## config.mk

```make
export PLATFORM = sky130hd
export DESIGN_NAME = uart_tx_packet_queue
export DESIGN_NICKNAME = d
export VERILOG_FILES = /design/src/rtl/uart_tx_packet_queue.sv
export SDC_FILE = /design/constraint.sdc
export NUM_CORES = 1
export LEC_CHECK = 0
export ABC_AREA = 1
export CORE_MARGIN = 2
export CORE_UTILIZATION = 56
export DETAILED_ROUTE_END_ITERATION = 8
export PLACE_DENSITY_LB_ADDON = 0.15
export SYNTH_ARGS = -nofsm -noshare
export SYNTH_HDL_FRONTEND = slang
export SYNTH_SLANG_ARGS = --single-unit
```

## constraint.sdc

```tcl
create_clock -name clk -period 2.4 [get_ports clk]
set_clock_uncertainty 0.1 [all_clocks]
set_input_delay 0.72 -clock clk [delete_from_list [all_inputs] [get_ports clk]]
set_output_delay 0.72 -clock clk [all_outputs]
set_load 0.005 [all_outputs]
```

## src/rtl/uart_tx_packet_queue.sv

```systemverilog
// Packet FIFO in front of the UART core: launches one packet per UART frame time.
// Optional DROP_COUNT_EN adds a saturating dropped-push counter output.
module uart_tx_packet_queue #(
  parameter int unsigned DATA_WIDTH   = 16,
  parameter int unsigned DEPTH        = 4,
  parameter int unsigned FRAME_CYCLES = 8246
) (
  input  logic                         clk,
  input  logic                         reset_n,
  input  logic                         in_valid,
  input  logic [DATA_WIDTH-1:0]        in_data,
  input  logic                         ovf_clear,
  output logic                         out_valid,
  output logic [DATA_WIDTH-1:0]        out_data,
  output logic [$clog2(DEPTH+1)-1:0]   level,
  output logic                         empty,
  output logic                         full,
`ifdef DROP_COUNT_EN
  output logic [7:0]                   drop_count,
`endif
  output logic                         overflow
);

  localparam int unsigned PTR_W = $clog2(DEPTH);
  localparam int unsigned LVL_W = $clog2(DEPTH + 1);
  localparam int unsigned TMR_W = $clog2(FRAME_CYCLES);

  typedef enum logic {IDLE, HOLD} state_e;

  state_e                state_q, state_d;
  logic [TMR_W-1:0]      timer_q, timer_d;
  logic [PTR_W-1:0]      rd_ptr_q, rd_ptr_d, wr_ptr_q, wr_ptr_d;
  logic [LVL_W-1:0]      level_q, level_d;
  logic                  empty_q, empty_d, full_q, full_d;
  logic                  overflow_q, overflow_d;
  logic                  out_valid_q, out_valid_d;
  logic [DATA_WIDTH-1:0] out_data_q, out_data_d;
  logic [DATA_WIDTH-1:0] mem_q [DEPTH];
  logic                  pop, push_ok, drop;
`ifdef DROP_COUNT_EN
  logic [7:0]            drop_count_q, drop_count_d;
`endif

  // Launch pacing: pop in IDLE, then hold off for the rest of the frame time
  always_comb begin
    state_d     = state_q;
    timer_d     = timer_q;
    out_valid_d = 1'b0;
    out_data_d  = out_data_q;
    pop         = 1'b0;
    case (state_q)
      IDLE: begin
        if (level_q != '0) begin
          pop         = 1'b1;
          out_valid_d = 1'b1;
          out_data_d  = mem_q[rd_ptr_q];
          timer_d     = TMR_W'(FRAME_CYCLES - 1);
          state_d     = HOLD;
        end
      end
      HOLD: begin
        timer_d = timer_q - TMR_W'(1);
        if (timer_q == TMR_W'(1)) state_d = IDLE;
      end
      default: state_d = IDLE;
    endcase
  end

  // A push into a full queue still fits if the head leaves in the same cycle
  always_comb begin
    push_ok  = in_valid && ((level_q < LVL_W'(DEPTH)) || pop);
    drop     = in_valid && !push_ok;
    rd_ptr_d = pop     ? rd_ptr_q + PTR_W'(1) : rd_ptr_q;
    wr_ptr_d = push_ok ? wr_ptr_q + PTR_W'(1) : wr_ptr_q;
    level_d  = level_q;
    if (push_ok && !pop)      level_d = level_q + LVL_W'(1);
    else if (!push_ok && pop) level_d = level_q - LVL_W'(1);
    empty_d    = (level_d == '0);
    full_d     = (level_d == LVL_W'(DEPTH));
    overflow_d = overflow_q;
    if (drop)           overflow_d = 1'b1;
    else if (ovf_clear) overflow_d = 1'b0;
`ifdef DROP_COUNT_EN
    drop_count_d = drop_count_q;
    if (drop && ovf_clear)              drop_count_d = 8'd1;
    else if (drop && drop_count_q != 8'hFF) drop_count_d = drop_count_q + 8'd1;
    else if (ovf_clear && !drop)        drop_count_d = 8'd0;
`endif
  end

  always_ff @(posedge clk or negedge reset_n) begin
    if (!reset_n) begin
      state_q     <= IDLE;
      timer_q     <= '0;
      rd_ptr_q    <= '0;
      wr_ptr_q    <= '0;
      level_q     <= '0;
      empty_q     <= 1'b1;
      full_q      <= 1'b0;
      overflow_q  <= 1'b0;
      out_valid_q <= 1'b0;
      out_data_q  <= '0;
`ifdef DROP_COUNT_EN
      drop_count_q <= 8'd0;
`endif
    end else begin
      state_q     <= state_d;
      timer_q     <= timer_d;
      rd_ptr_q    <= rd_ptr_d;
      wr_ptr_q    <= wr_ptr_d;
      level_q     <= level_d;
      empty_q     <= empty_d;
      full_q      <= full_d;
      overflow_q  <= overflow_d;
      out_valid_q <= out_valid_d;
      out_data_q  <= out_data_d;
`ifdef DROP_COUNT_EN
      drop_count_q <= drop_count_d;
`endif
    end
  end

  // Storage needs no reset: level gates every read
  always_ff @(posedge clk) begin
    if (push_ok) mem_q[wr_ptr_q] <= in_data;
  end

  assign out_valid = out_valid_q;
  assign out_data  = out_data_q;
  assign level     = level_q;
  assign empty     = empty_q;
  assign full      = full_q;
  assign overflow  = overflow_q;
`ifdef DROP_COUNT_EN
  assign drop_count = drop_count_q;
`endif

endmodule

```

# Word-level counts from Yosys, hierarchy flattened
# Memory sizes are Yosys's and may differ from the RTL's. A register that Yosys moved wholly into a read port is not among the register bits.
# Index checks and enable logic that the tools add are counted.
classes:
  add_sub_neg: 5
  muxes: 12
  bitwise_logic: 1
  reduce_logical: 12
  eq_ne: 3
  magnitude_cmp: 1
op_table:
  columns: ["operator", "count"]
  rows:
  - ["$pmux 14 s2", 1]
  - ["$eq 14x1->1 const B", 1]
  - ["$mux 14", 1]
  - ["$sub 14x1->14 const B", 1]
  - ["$mux 1", 7]
  - ["$mux 3", 2]
  - ["$add 2x1->2 const B", 2]
  - ["$logic_and 1x1->1", 4]
  - ["$add 3x1->3 const B", 1]
  - ["$eq 3x3->1 const B", 1]
  - ["$logic_not 1->1", 3]
  - ["$logic_not 3->1", 1]
  - ["$lt 3x3->1 const B", 1]
  - ["$reduce_bool 3->1", 1]
  - ["$sub 3x1->3 const B", 1]
  - ["$ne 2x2->1 const B", 1]
  - ["$pmux 1 s2", 1]
  - ["$reduce_and 2->1", 1]
  - ["$reduce_bool 2->1", 1]
  - ["$logic_or 1x1->1", 1]
  - ["$not 1->1", 1]
totals:
  n_memories: 1
  out_inout_bits: 23
  input_bits: 20
  mem_bits_rw: 64
  wordCells: 44
  regBits: 26
mem_list:
  columns: ["name", "depth", "width", "read_ports", "rd_ports_with_merged_regs", "wr", "line_no", "rtl"]
  rows:
  - ["mem_q", 4, 16, 1, 1, 1, "38", "logic [DATA_WIDTH-1:0] mem_q [DEPTH];"]

# Depth between registers and ports, before layout
# Gate-level depths: netlist of run 1.
logic_depth:
  word_depth: 10
  depth_mapped: 11
  ltp_nobuf: 11

# Worst setup path after synthesis of run 1
# Ideal clock, no wire load.
synth_path:
  path_kind: "input to register"
  from: "in in_valid"
  to: "mem mem_q[0][0], enable pin"
  slack_ns: 0.038
  path_buffers: 0
  setup_ns: 0.389
  t_arrival_ns: 1.873
  t_required_ns: 1.911
  cell_stages: 4
  cell_sequence: "inv_1 -> a21oi_2 -> inv_1 -> nor2_1"
synth_via:
  elab_chain_cells: 3
synth_rtl:
  columns: ["item", "line_no", "rtl"]
  rows:
  - ["start: declaration", "10", "input logic in_valid,"]
  - ["$logic_and 1x1->1", "71", "push_ok = in_valid && ((level_q < LVL_W'(DEPTH)) || pop);"]
  - ["$mux 1", "125", "if (push_ok) mem_q[wr_ptr_q] <= in_data;"]
  - ["$mux 1 (not written as such)", "125", null]
  - ["end: declaration", "38", null]
# No other way between the ends.

# Worst setup path after layout of run 1
layout_path:
  from: "reg level_q[2], in the netlist level[2]"
  to: "out level[2]"
layout_rtl:
  columns: ["item", "line_no", "rtl"]
  rows:
  - ["start: declaration", "33", "logic [LVL_W-1:0] level_q, level_d;"]
  - ["start signal: assignment", "111", "level_q <= level_d;"]
  - ["end: declaration", "15", "output logic [$clog2(DEPTH+1)-1:0] level,"]
# No word-level cell between the ends.

==> run summary, run 1 <==
Outcome -> complete, no violations
Comb power frac -> 33.7%
Post-Syn Nets -> 427
Mapped cell area -> 0.00440 mm^2
Yosys cell types -> 28
Min-Delay Path Class -> input pin to asynchronous set/reset pin
Startpoint types -> flop
Max Freq -> 0.446 GHz
Fin crit period -> 2.24 ns
DP HPWL -> 5360 um
Worst path max stage delay -> 0.55 ns
P&R area growth vs syn -> 17.7%
CP Cell Sequence -> clkdlybuf4s50_1
Smallest hold slack -> 0.119 ns
Post-route DRC violation count -> 0
Total leakage power -> 2.04 nW
Total number of vias -> 2,921
Endpoints failing setup -> 0
WP data arrival -> 1.42 ns
Yosys top cell by area -> edfxtp_1
Mapped Cells -> 398
Die W -> 92.6 um
NetSw -> 1.95 mW
Area of the multi-input gates -> 0.00121 mm^2
Relative slew slack -> 62.7%
Fillers -> 594
VDD IR max -> 0.560 mV
Final Max Slew Viols -> 0
DRT Pass-1 Iters -> 5
Avg WL per Cell -> 14.4 um
Initial antenna violation count -> 0
Top-level I/O count -> 43
Vias per cell -> 5.23
Cts hold-fix bufs -> 0
Crit path buffers/inverters -> 1
Top delay family on crit path -> buffers and inverters
GRT Total Usage -> 20.5%
Clk sink count -> 106
Synth warn -> 0
Async set-reset flop share out of synthesis -> 39.6%
Site Rows -> 32
First-pass GRT wire length -> 13,500 um
Max_cap viols -> 0
Max Root-Sink Buffers -> 2
Sequential area share after synthesis -> 67.6%
Number of synthesized flops with an enable pin -> 64
Share of post-route cells with drive strength above 1 -> 10.5%
Total Neg Setup Slack -> 0 ns
Worst EP required -> 1.58 ns
First-iteration detailed-routing DRC count -> 140
Starting Density -> 57.2%
RePlAce Congestion -> 0.823
Crit path max fanout -> 6
Util after Layout -> 67.4%
FF+latch area -> 0.00297 mm^2
RSZ-0062 raised after global routing -> false
Final period util -> 93.5%
Root Buffer -> clkbuf_8
Pin count of the biggest net entering global routing -> 36
Setup Fix Bufs, Post-CTS -> 0
Mean Syn Cell Area -> 11.1 um^2
Total Die Area -> 0.00858 mm^2
CP max-delay cell -> clkdlybuf4s50_1
Final Hold Violating Endpoints -> 0
Reg clk slew, reported paths -> 0.11 ns
Yosys top cell area share -> 43.7%
Nets -> 480
Post-cts resize count -> 0
CTS tree -> done
Clock share of power -> 19.3%
Worst-skew pair later-pin latency -> 0.37 ns
Number of global-route vias before repair -> 2,990
Worst Max-Slew Pin Slew -> 0.560 ns
Sequential cell fraction of total power -> 47.0%
Post-DRT Antenna Nets -> 0
P per Cell Area -> 1070 mW/mm^2
Final WL -> 8060 um
Die height -> 92.6 um
Htree depth -> 3
PortBufs -> 42
Most used DFF post-synth -> edfxtp_1
Gr ovfl total -> 0
Crit Path Class -> flop to primary output
ANT cells -> 0
CP Capture Type -> primary output
#FFs+latches synth -> 106
CTS buffer count -> 9
Int Pwr -> 3.57 mW
Top post-synthesis cells by area -> edfxtp_1, dfrtp_1, nor2_1
Sw Ratio -> 35.4%
Core ar. -> 0.00769 mm^2
-- layout make-up --
| cell class | instances | share of cell area (%) |
|---|---|---|
| sequential | 106 | 57.4 |
| multi-input combinational | 245 | 23.4 |
| timing repair buffer | 56 | 10.5 |
| tap | 102 | 2.46 |
| inverter | 33 | 2.44 |
| clock buffer | 9 | 2.39 |
| clock inverter | 7 | 1.33 |
-- cell families (layout without fill, tap and decap cells) --
kind of cell    Yosys count  count (layout)  synth area share, %
fa+ha+maj                 9               9                 2.56
flops                   106             106                 67.6
simple gates            166             166                 15.9
buf+inv                  47             105                 4.84
xor+xnor                  5               5                0.996
compound gates           65              65                 8.11
-- registers in the layout, indices dropped and copies added, names as in the netlist --
name and flops:
full 1, out_valid 1, empty 1, level 3
mem_q 64, out_data 16, rd_ptr_q 2, state_q 1
overflow 1, wr_ptr_q 2, timer_q 14
-- layer usage --
layer | vias up | part of all wire (%) | wire, um | track usage (%)
met5 | - | 0 | 0 | 0
met4 | 0 | 1.3 | 101 | 7.48
met3 | 10 | 3.3 | 263 | 4.88
met2 | 60 | 50 | 4010 | 34.2
met1 | 1397 | 46 | 3690 | 26.3
li1 | 1454 | - | - | -
-- power by group through the flow --
stage	Clock (mW)	Combinational (mW)	Sequential, mW
after CTS	1.10	1.88	2.59
after floorplan	0	1.17	2.56
final	1.07	1.86	2.59
after global placement	0	1.80	2.62
after detailed placement	0	1.86	2.62
after global routing	1.17	2.10	2.65
-- per-stage QoR --
step / power [mW] / cells / setup WS, ns / instance area [um^2]
detailed placement: 4.48 / 542 / 0.128 / 4980
floorplan: 3.73 / 398 / 0.0381 / 4400
global placement: 4.42 / 542 / 0.140 / 4980
finish: 5.52 / 558 / 0.156 / 5180
CTS: 5.56 / 558 / 0.128 / 5180
global route: 5.92 / 558 / 0.0938 / 5180
-- Yosys cell counts, types with 4 or more instances --
| master | instances |
|---|---|
| a31oi_1 | 17 |
| nand3_1 | 16 |
| nor2_1 | 105 |
| ha_1 | 9 |
| clkbuf_1 | 4 |
| o21ai_0 | 39 |
| o21ai_1 | 5 |
| nand2_1 | 30 |
| buf_2 | 6 |
| edfxtp_1 | 64 |
| nand4_1 | 4 |
| nor2_2 | 4 |
| dfrtp_1 | 41 |
| inv_1 | 27 |
| inv_2 | 5 |
-- cell usage in the layout, fill, tap and decap left out, types with 3 or more instances in the layout --
master and count:
a31oi_1 17, buf_4 12, clkbuf_8 9, clkdlybuf4s50_1 41
dfrtp_1 41, edfxtp_1 64, ha_1 9, inv_1 27
inv_2 5, inv_6 3, nand2_1 30, nand2_4 3
nand3_1 16, nand4_1 4, nor2_1 105, nor2_2 4
o21ai_0 39, o21ai_1 5, xor2_1 3
-- final timing paths --
path / from / end / slack, ns / cells past startpoint
max: level[2] / level[2] / 0.16 / 1
min: reset_n / timer_q[0] / 0.12 / 1
max reg2reg: rd_ptr_q[0] / out_data[9] / 0.66 / 3
min reg2reg: timer_q[9] / timer_q[9] / 0.41 / 1
max in group asynchronous: reset_n / empty / 1.49 / 2
min in group clk: timer_q[9] / timer_q[9] / 0.41 / 1
(Power assumes the default switching activity.)
==> inputs of run 2 (changes only) <==
- CORE_MARGIN: 2 -> 8
- HOLD_SLACK_MARGIN: unset -> 0.08
==> run 2 against run 1 <==
Combinational power about the same; worst hold slack improved by 0.20 ns; worst setup slack gained 0.0026 ns; sequential cell count did not move; power is 0.97% lower; sequential share of layout area is 0.28 points higher; non-clock buffer count decreased by 2; utilization decreased by 0.33 points; largest cell class unchanged.
==> run summary, run 2 (synthesized netlist as in run 1, its figures left out) <==
First-iteration detailed-routing DRC count -> 139
Relative slew slack -> 62.9%
ANT cells -> 0
Gr ovfl total -> 0
Endpoints failing setup -> 0
Share of post-route cells with drive strength above 1 -> 10.1%
RePlAce Congestion -> 0.833
VDD IR max -> 0.520 mV
CP Capture Type -> primary output
Vias per cell -> 5.21
Max reg flops -> 64
CTS buffer count -> 9
Max Root-Sink Buffers -> 2
Design Area, Final -> 0.00515 mm^2
Crit Path Class -> flop to primary output
Final WL -> 8270 um
Top delay family on crit path -> buffers and inverters
Avg WL per Cell -> 14.9 um
CTS tree -> done
R2r startpoint -> level[0]
Top reg by flops -> mem_q
Top-level I/O count -> 43
Fin crit period -> 2.24 ns
Worst Max-Slew Pin Slew -> 0.556 ns
Crit path buffers/inverters -> 1
Dpl cell area -> 0.00497 mm^2
Die W -> 105 um
Htree depth -> 3
Crit path max fanout -> 6
CP max-delay cell -> clkdlybuf4s50_1
Final period util -> 93.4%
Total Die Area -> 0.0109 mm^2
PortBufs -> 42
Min-Delay Path Class -> input pin to asynchronous set/reset pin
Worst EP required -> 1.58 ns
Max_cap viols -> 0
Initial antenna violation count -> 0
Cts hold-fix bufs -> 0
P&R area growth vs syn -> 17.2%
Commonest non-fill, non-tap cell in the layout -> nor2_1
CP Cell Sequence -> clkdlybuf4s50_1
P per Cell Area -> 1060 mW/mm^2
Die height -> 105 um
DP HPWL -> 5550 um
Final Hold Violating Endpoints -> 0
Nets -> 478
DRT Pass-1 Iters -> 5
Worst path max stage delay -> 0.56 ns
Pin count of the biggest net entering global routing -> 43
Number of global-route vias before repair -> 2,896
Post-DRT Antenna Nets -> 0
Core ar. -> 0.00769 mm^2
Clk sink count -> 106
Total leakage power -> 2.03 nW
Root Buffer -> clkbuf_8
Setup Fix Bufs, Post-CTS -> 0
Final Max Slew Viols -> 0
Starting Density -> 57.2%
Total Neg Setup Slack -> 0 ns
Max Freq -> 0.446 GHz
First-pass GRT wire length -> 13,700 um
Reg clk slew, reported paths -> 0.10 ns
Most frequent cells in the layout -> nor2_1, edfxtp_1, dfrtp_1, clkdlybuf4s50_1, o21ai_0
Critical Path Start -> level[2]
GRT Total Usage -> 15.6%
RSZ-0062 raised after global routing -> false
Total number of vias -> 2,894
Site Rows -> 32
Outcome -> complete, no violations
Startpoint types -> flop
Post-route DRC violation count -> 0
Worst-skew pair later-pin latency -> 0.35 ns
WP data arrival -> 1.42 ns
Post-cts resize count -> 0
-- run 2: power breakdown --
| part | internal [mW] | total, mW | switching, mW |
|---|---|---|---|
| Sequential | 2.31 | 2.55 | 0.247 |
| Clock | 0.401 | 1.03 | 0.625 |
| Combinational | 0.840 | 1.88 | 1.04 |
-- run 2: area by class of cell --
class,count,area [um^2]
sequential,106,2970
inverter,33,126
fill,588,2530
clock buffer,10,128
clock inverter,6,55.1
multi-input combinational,245,1210
timing repair buffer,54,531
tap,102,128
-- run 2: routing by layer --
metal / up-vias / part of all wire, % / track usage (%)
li1: 1445 / - / -
met1: 1391 / 43 / 17.3
met2: 52 / 52 / 28.1
met3: 6 / 3.9 / 5.34
met4: 0 / 0.64 / 3.57
met5: - / 0 / 0
-- run 2: final timing paths --
| kind | cells past startpoint | slack, ns | to |
|---|---|---|---|
| max | 1 | 0.16 | level[2] |
| min | 2 | 0.32 | state_q |
| max reg2reg | 7 | 0.70 | out_data[2] |
| min reg2reg | 1 | 0.42 | timer_q[10] |
| max in group asynchronous | 2 | 1.50 | out_data[7] |
| min in group clk | 1 | 0.42 | timer_q[10] |
-- run 2: per-stage QoR --
| stage | utilization [%] | worst slack [ns] | std cells | power [mW] | hold WS [ns] |
|---|---|---|---|---|---|
| 2_1_floorplan | - | 0.0381 | 398 | 3.73 | 0.324 |
| 3_3_place_gp | 64.6 | 0.106 | 540 | 4.44 | 0.389 |
| 3_5_place_dp | 64.6 | 0.0715 | 540 | 4.49 | 0.401 |
| 4_1_cts | 67.0 | 0.125 | 556 | 5.51 | 0.340 |
| 5_1_grt | 67.0 | 0.0876 | 556 | 5.85 | 0.352 |
| 6_report | 67.0 | 0.158 | 556 | 5.46 | 0.324 |
==> inputs of run 3 (changes only) <==
- CORE_ASPECT_RATIO: unset -> 1.5
==> run 3 against run 2 <==
Clock power rose by 35%; via count rose by 1.0%; worst setup slack improved by 0.012 ns; sequential cell count did not move; critical endpoint unchanged.
==> run summary, run 3 (synthesized netlist as in run 1, its figures left out) <==
DRT Pass-1 Iters -> 4
CP max-delay cell -> clkdlybuf4s50_1
Relative slew slack -> 54.3%
Nets -> 477
Crit path max fanout -> 6
Smallest hold slack -> 0.259 ns
Core ar. -> 0.00761 mm^2
Clk sink count -> 106
Total leakage power -> 2.06 nW
CP Capture Type -> primary output
Crit Path Class -> flop to primary output
P per Cell Area -> 1110 mW/mm^2
Root Buffer -> clkbuf_16
Total number of vias -> 2,923
Fin crit period -> 2.23 ns
RePlAce Congestion -> 0.801
Initial antenna violation count -> 0
Min-Delay Path Class -> input pin to asynchronous set/reset pin
VDD IR max -> 0.694 mV
Die height -> 125 um
Reg clk slew, reported paths -> 0.06 ns
Post-cts resize count -> 0
Met2 GRT Util -> 28.7%
CP Cell Sequence -> clkdlybuf4s50_1
Worst path max stage delay -> 0.56 ns
Worst Max-Slew Pin Slew -> 0.686 ns
Worst EP required -> 1.58 ns
Final Max Slew Viols -> 0
DP HPWL -> 5680 um
Startpoint types -> flop
Total Die Area -> 0.0110 mm^2
Max Freq -> 0.449 GHz
Final Hold Violating Endpoints -> 0
WP data arrival -> 1.41 ns
Top-level I/O count -> 43
Final period util -> 92.9%
Endpoints failing setup -> 0
Post-route DRC violation count -> 0
CTS buffer count -> 9
Final WL -> 8300 um
First-pass GRT wire length -> 13,700 um
CTS tree -> done
Worst-skew pair later-pin latency -> 0.34 ns
Commonest non-fill, non-tap cell in the layout -> nor2_1
Post-DRT Antenna Nets -> 0
Crit path buffers/inverters -> 1
GRT busiest layer -> met2
Cts hold-fix bufs -> 0
P&R area growth vs syn -> 19.3%
Site Rows -> 39
Routing usage on met3 -> 3.63%
Top reg by flops -> mem_q
Number of global-route vias before repair -> 3,015
Htree depth -> 3
Outcome -> complete, no violations
First-iteration detailed-routing DRC count -> 175
ANT cells -> 0
Max_cap viols -> 0
Met1 Use GR -> 17.3%
Total Neg Setup Slack -> 0 ns
Max reg flops -> 64
Most frequent cells in the layout -> nor2_1, edfxtp_1, dfrtp_1, clkdlybuf4s50_1, o21ai_0
Vias per cell -> 5.27
Setup Fix Bufs, Post-CTS -> 0
Share of post-route cells with drive strength above 1 -> 9.49%
PortBufs -> 42
Die W -> 88.4 um
Gr ovfl total -> 0
GRT Total Usage -> 16.2%
RSZ-0062 raised after global routing -> false
Top delay family on crit path -> buffers and inverters
Pin count of the biggest net entering global routing -> 36
Max Root-Sink Buffers -> 2
Starting Density -> 57.8%
Avg WL per Cell -> 15.0 um
[run 3: worst paths after layout]
kind / startpoint / endpoint / slack [ns] / depth (start not counted)
worst max-delay path: level[2] / level[2] / 0.17 / 1
worst min-delay path: reset_n / level[1] / 0.26 / 1
worst max register to register: rd_ptr_q[1] / out_data[2] / 0.43 / 4
worst min register to register: timer_q[10] / timer_q[10] / 0.41 / 1
max in group asynchronous: reset_n / empty / 1.31 / 2
min in group clk: timer_q[10] / timer_q[10] / 0.41 / 1
[run 3: per-stage QoR]
step | area, um^2 | setup slack (ns) | util (%) | cells | power (mW)
after floorplan | 4400 | 0.0381 | - | 398 | 3.73
after global placement | 4960 | 0.0848 | 65.2 | 539 | 4.41
after detailed placement | 4960 | 0.0906 | 65.2 | 539 | 4.46
after CTS | 5250 | 0.157 | 68.9 | 555 | 5.85
after global routing | 5250 | 0.135 | 68.9 | 555 | 6.17
final | 5250 | 0.171 | 68.9 | 555 | 5.80
[run 3: layout make-up]
| cell class | instances | area (um^2) |
|---|---|---|
| clock buffer | 14 | 274 |
| clock inverter | 2 | 11.3 |
| fill | 575 | 2360 |
| inverter | 33 | 126 |
| multi-input combinational | 245 | 1210 |
| sequential | 106 | 2970 |
| tap | 102 | 128 |
| timing repair buffer | 53 | 523 |
[run 3: power by group]
group	switching (mW)	total (mW)	internal, mW
Sequential	0.328	2.64	2.31
Clock	0.605	1.39	0.786
Combinational	0.953	1.77	0.822
Total	1.89	5.80	3.92
[run 3: layer usage]
layer | vias up | routed length (um) | share of wire, %
li1 | 1437 | - | -
met1 | 1408 | 3320 | 40
met2 | 62 | 4360 | 52
met3 | 16 | 433 | 5.2
met4 | 0 | 190 | 2.3
met5 | - | 0 | 0
